`config.mk`:
```
export PLATFORM = sky130hd
export DESIGN_NAME = sub_seq_ctrl
export DESIGN_NICKNAME = d
export VERILOG_FILES = /design/src/rtl/sub_seq_pkg.sv /design/src/rtl/nib_sub.sv /design/src/rtl/sub_seq_ctrl.sv
export SDC_FILE = /design/constraint.sdc
export NUM_CORES = 1
export LEC_CHECK = 0
export ABC_AREA = 1
export CORE_MARGIN = 5
export CORE_UTILIZATION = 52
export DETAILED_ROUTE_END_ITERATION = 16
export GPL_TIMING_DRIVEN = 0
export PLACE_DENSITY = 0.87
export SLEW_MARGIN = 20
export SYNTH_ARGS = -nofsm -noshare
export SYNTH_HDL_FRONTEND = slang
export SYNTH_SLANG_ARGS = --single-unit
```
`constraint.sdc`:
```
create_clock -name clk -period 4.81 [get_ports clk]
set_clock_uncertainty 0.15 [all_clocks]
set_input_delay 0.962 -clock clk [delete_from_list [all_inputs] [get_ports clk]]
set_output_delay 0.962 -clock clk [all_outputs]
set_load 0.01 [all_outputs]
```
`src/rtl/sub_seq_pkg.sv`:
```
// Shared types and constants for the nibble-serial subtract controller.
// FSM encoding and the datapath slice width live here.
package sub_seq_pkg;

    localparam int unsigned NIB_W = 4;

    typedef enum logic [1:0] {
        IDLE = 2'd0,
        RUN  = 2'd1,
        DONE = 2'd2
    } state_t;

endpackage

```
`src/rtl/nib_sub.sv`:
```
// 4-bit subtract-with-borrow slice: d = a - b - bin, bout set when the result underflows.
module nib_sub
    import sub_seq_pkg::*;
(
    input  logic [NIB_W-1:0] a,
    input  logic [NIB_W-1:0] b,
    input  logic             bin,
    output logic [NIB_W-1:0] d,
    output logic             bout
);

    logic [NIB_W:0] w_full;

    // One extra bit catches the underflow as the borrow-out
    assign w_full = {1'b0, a} - {1'b0, b} - (NIB_W+1)'(bin);
    assign d      = w_full[NIB_W-1:0];
    assign bout   = w_full[NIB_W];

endmodule

```
`src/rtl/sub_seq_ctrl.sv`:
```
// Two-requester, round-robin, nibble-serial unsigned subtractor with a held result.
// Optional SUB_SEQ_SAT_EN: floor the difference at zero when the final borrow is set.
module sub_seq_ctrl
    import sub_seq_pkg::*;
#(
    parameter int unsigned WIDTH = 16
) (
    input  logic             clk,
    input  logic             rst_n,
    input  logic             req0_valid,
    input  logic             req1_valid,
    output logic             req0_ready,
    output logic             req1_ready,
    input  logic [WIDTH-1:0] req0_a,
    input  logic [WIDTH-1:0] req0_b,
    input  logic [WIDTH-1:0] req1_a,
    input  logic [WIDTH-1:0] req1_b,
    output logic             res_valid,
    input  logic             res_ready,
    output logic [WIDTH-1:0] res_diff,
    output logic             res_borrow,
    output logic             res_id,
    output logic             busy
);

    localparam int unsigned NIB_CNT  = WIDTH / NIB_W;
    localparam int unsigned IDX_W    = $clog2(NIB_CNT);
    localparam int unsigned LAST_IDX = NIB_CNT - 1;

    state_t             r_state;
    state_t             w_next;

    logic [WIDTH-1:0]   r_a;
    logic [WIDTH-1:0]   r_b;
    logic [WIDTH-1:0]   r_diff;
    logic               r_borrow;
    logic               r_id;
    logic               r_prio;
    logic [IDX_W-1:0]   r_idx;

    logic               w_gnt;
    logic               w_gnt_vld;
    logic               w_accept;
    logic               w_last;
    logic [NIB_W-1:0]   w_nib_d;
    logic               w_bout;

    // Round-robin grant: r_prio names the requester that wins a tie
    assign w_gnt_vld = req0_valid | req1_valid;
    assign w_gnt     = r_prio ? req1_valid : ~req0_valid;
    assign w_last    = (r_idx == IDX_W'(LAST_IDX));

    always_ff @(posedge clk or negedge rst_n) begin
        if (!rst_n) begin
            r_state <= IDLE;
        end else begin
            r_state <= w_next;
        end
    end

    always_comb begin
        w_next = r_state;
        case (r_state)
            IDLE: begin
                if (w_accept) begin
                    w_next = RUN;
                end
            end
            RUN: begin
                if (w_last) begin
                    w_next = DONE;
                end
            end
            DONE: begin
                if (res_ready) begin
                    w_next = IDLE;
                end
            end
            default: w_next = IDLE;
        endcase
    end

    // Ready is held low during reset even though the state already reads IDLE
    always_comb begin
        req0_ready = 1'b0;
        req1_ready = 1'b0;
        res_valid  = 1'b0;
        busy       = 1'b0;
        w_accept   = 1'b0;
        if (rst_n && (r_state == IDLE) && w_gnt_vld) begin
            req0_ready = ~w_gnt;
            req1_ready = w_gnt;
            w_accept   = 1'b1;
        end
        if (r_state == DONE) begin
            res_valid = 1'b1;
        end
        if (r_state != IDLE) begin
            busy = 1'b1;
        end
    end

    nib_sub u_nib_sub (
        .a    (r_a[NIB_W-1:0]),
        .b    (r_b[NIB_W-1:0]),
        .bin  (r_borrow),
        .d    (w_nib_d),
        .bout (w_bout)
    );

    // Operands shift right one nibble per RUN cycle; the difference fills in from the top
    always_ff @(posedge clk or negedge rst_n) begin
        if (!rst_n) begin
            r_a      <= '0;
            r_b      <= '0;
            r_diff   <= '0;
            r_borrow <= 1'b0;
            r_id     <= 1'b0;
            r_prio   <= 1'b0;
            r_idx    <= '0;
        end else begin
            case (r_state)
                IDLE: begin
                    if (w_accept) begin
                        r_a      <= w_gnt ? req1_a : req0_a;
                        r_b      <= w_gnt ? req1_b : req0_b;
                        r_id     <= w_gnt;
                        r_prio   <= ~w_gnt;
                        r_borrow <= 1'b0;
                        r_idx    <= '0;
                    end
                end
                RUN: begin
                    r_a      <= r_a >> NIB_W;
                    r_b      <= r_b >> NIB_W;
                    r_borrow <= w_bout;
                    r_idx    <= r_idx + IDX_W'(1);
`ifdef SUB_SEQ_SAT_EN
                    if (w_last && w_bout) begin
                        r_diff <= '0;
                    end else begin
                        r_diff <= {w_nib_d, r_diff[WIDTH-1:NIB_W]};
                    end
`else
                    r_diff   <= {w_nib_d, r_diff[WIDTH-1:NIB_W]};
`endif
                end
                default: ;
            endcase
        end
    end

    assign res_diff   = r_diff;
    assign res_borrow = r_borrow;
    assign res_id     = r_id;

endmodule

```
==> reports/qor.csv <==
metric;value;unit
status;completed;
cts bufs inserted;5;
Post-synth top cells;nand2_1, nand3_1, inv_1, dfrtp_1, o21ai_0;
setup bufs post-CTS;0;
Core Area;5890;um2
mux cell area share after synthesis;0;%
Worst Setup Start Kind;input pin;
ANT cells;0;
routability cong.;0.842;
fill count;450;
Post-Synth Simple-Gate Area;35.5;%
RSZ-0062 raised after global routing;no;
final WL;8220;um
Final Power;0.00259;W
Crit. End Element;output port;
Post-Syn Area;3130;um2
clock power share;14.0;%
worst rel slew slack;53.0;%
Min Hold Slack;0.339;ns
die height;87.6;um
CTS tree;built;
Tcrit/Tclk final;82.7;%
#FFs+latches synth;55;
fin nets;601;
switching part of the total power;42.9;%
async set-or-reset flop fraction in the synthesized netlist;100;%
largest family of logic cells by synthesized area;simple AND/OR/NAND/NOR gates;
reg2reg path depth;12;
Root Driver;clkbuf_8;
clock slew at reported path FFs;0.09;ns
Syn Inst Count;426;
Combinational Power Share;54.4;%
Die Width;87.6;um
post-detailed-route count of antenna-violating nets;0;
Finished Layout Cells;599;
R2R Path Start;res_borrow$_DFFE_PN0P_;
XOR/XNOR share of the synthesized area;0.280;%
internal cell power;0.00148;W
achievable frequency;0.251;GHz
starting density of the core;53.2;%
number of antenna violations at the first check in global routing;0;
critical path type;in2out;
Overall Global Routing Usage;22.8;%
via count;3070;
Syn Nets;504;
global-route wire length before repair;13700;um
PD cells;609;nW/um2
Core Util, Final;72.3;%
Critical Path Fanout Max;10;
Area Overhead vs Synth;36.1;%
post_cts resized;0;
sequential area share after synthesis;44.0;%
clock sinks;55;
vias in the first global route;3028;
Syn Area/Cell;7.35;um2
clock tree buffer depth;2;
top-area cell type share of the netlist area;44.0;%
Final Hold Fails;0;
IR drop worst, VDD;350;uV
WP data arrival;2.87;ns
DRC viols;0;
net load switching power;0.00111;W
IO Port Bufs;90;
distinct cell type count after synthesis;21;
placement row count;28;
htree depth;2;
total leakage power;2.23;nW
cell taking the most area after synthesis;dfrtp_1;
# placed instances;591;
top cells by area, synth;dfrtp_1, nand2_1, nand3_1, inv_1, ha_1;
Max Cap Viol;0;
share of layout cells above drive strength 1;7.44;%
pin count of the biggest net entering global routing;57;
Hold Path Class;reg2reg;
area taken by multi-input logic gates;1340;um2
Iteration-0 DRC Markers;192;
grt ovf;0;
max-slew violations;0;
die area;7670;um2
Worst-Margin Slew;0.706;ns
Adder-Cell Fraction of Synth Area;4.08;%
worst r2r dst;res_borrow$_DFFE_PN0P_;
Critical path destination;req1_ready;
Critical Path Start;req0_valid;
Skew-Pair Late Insertion Delay;0.31;ns
Tmin final;3.98;ns
Vias/cell;5.13;
storage element area;1380;um2
compound-cell area share of the yosys netlist;3.00;%
Setup Viol. Count Final;0;
I/O Pins;91;
count leader, synth;nand2_1;
dpl hpwl;6240;um
CP required;3.70;ns
WL/cell;13.7;um
drt pass-1 iters;4;
Hold Buf Count CTS;0;
number of synthesized flops with an enable pin;0;
ys flop type;dfrtp_1;
R2R setup slack;2.19;ns
Yosys warning total;0;
share of power burned in registers;31.6;%
[flip-flops by register name, indices dropped and copies added (netlist names)]
register    count
res_id          1
res_borrow      1
r_prio          1
r_state         2
res_diff       16
r_a            16
r_b            16
r_idx           2
[routing by layer]
layer / share of wire (%) / up-vias / GRT usage [%]
met5: 0 / - / 0
met4: 2.2 / 0 / 7.53
met3: 6.1 / 15 / 4.33
met2: 54 / 99 / 41.4
met1: 38 / 1437 / 26.9
li1: - / 1519 / -
[cell type report]
type | instances | area share, %
Sequential cell | 55 | 32.3
Multi-Input combinational cell | 278 | 31.5
Timing Repair Buffer | 90 | 21.1
Inverter | 74 | 6.52
Buffer | 19 | 3.17
Tap cell | 75 | 2.20
Clock buffer | 5 | 1.62
Clock inverter | 3 | 1.59
[logic make-up after synthesis]
group	Yosys count
xor gates and xnor gates	1
DFF	55
AOI/OAI and AO/OA	18
buffers and inverters	93
adders and majority gates	9
and+or+nand+nor	250
[power by group through the flow]
stage / clock network (W) / registers (W) / logic (W)
2_1_floorplan: 0 / 0.000823 / 0.000896
3_3_place_gp: 0 / 0.000814 / 0.00135
3_5_place_dp: 0 / 0.000825 / 0.00141
4_1_cts: 0.000365 / 0.000816 / 0.00142
5_1_grt: 0.000385 / 0.000845 / 0.00160
6_report: 0.000363 / 0.000820 / 0.00141
[per-stage QoR]
stage               instance area [um2]  setup TNS [ns]  worst slack (ns)
global route                       4260               0             0.712
detailed placement                 4120               0             0.923
global placement                   4120           -1.74            -0.928
CTS                                4260               0             0.877
floorplan                          3130               0              2.17
finish                             4260               0             0.832
[placed cells by master (no fill, tap or decap), types with 7 or more instances in the layout]
cell type	n
buf_2	9
buf_6	7
clkdlybuf4s50_1	89
dfrtp_1	55
ha_1	7
inv_1	69
nand2_1	134
nand3_1	100
nor2_1	7
o21ai_0	13
[worst min-delay path by stage]
stage / start / endpoint / slack (ns) / cells past startpoint
final: r_a[14]$_DFFE_PN0P_ / r_a[14]$_DFFE_PN0P_ / 0.34 / 2
after global routing: r_idx[0]$_DFFE_PN0P_ / r_idx[0]$_DFFE_PN0P_ / 0.37 / 1
after CTS: r_a[14]$_DFFE_PN0P_ / r_a[14]$_DFFE_PN0P_ / 0.35 / 2
after detailed placement: r_a[14]$_DFFE_PN0P_ / r_a[14]$_DFFE_PN0P_ / 0.32 / 2
after global placement: r_idx[1]$_DFFE_PN0P_ / r_idx[1]$_DFFE_PN0P_ / 0.31 / 2
after floorplan: r_idx[1]$_DFFE_PN0P_ / r_idx[1]$_DFFE_PN0P_ / 0.30 / 2
[critical path: stages]
cell and delay [ns]:
clkdlybuf4s50_1 0.55, inv_2 0.08, nand2_1 0.08, nand3_2 0.11, buf_2 0.24, nor2_1 0.25
clkdlybuf4s50_1 0.60
Note: power is estimated with default switching activity, not from simulation.
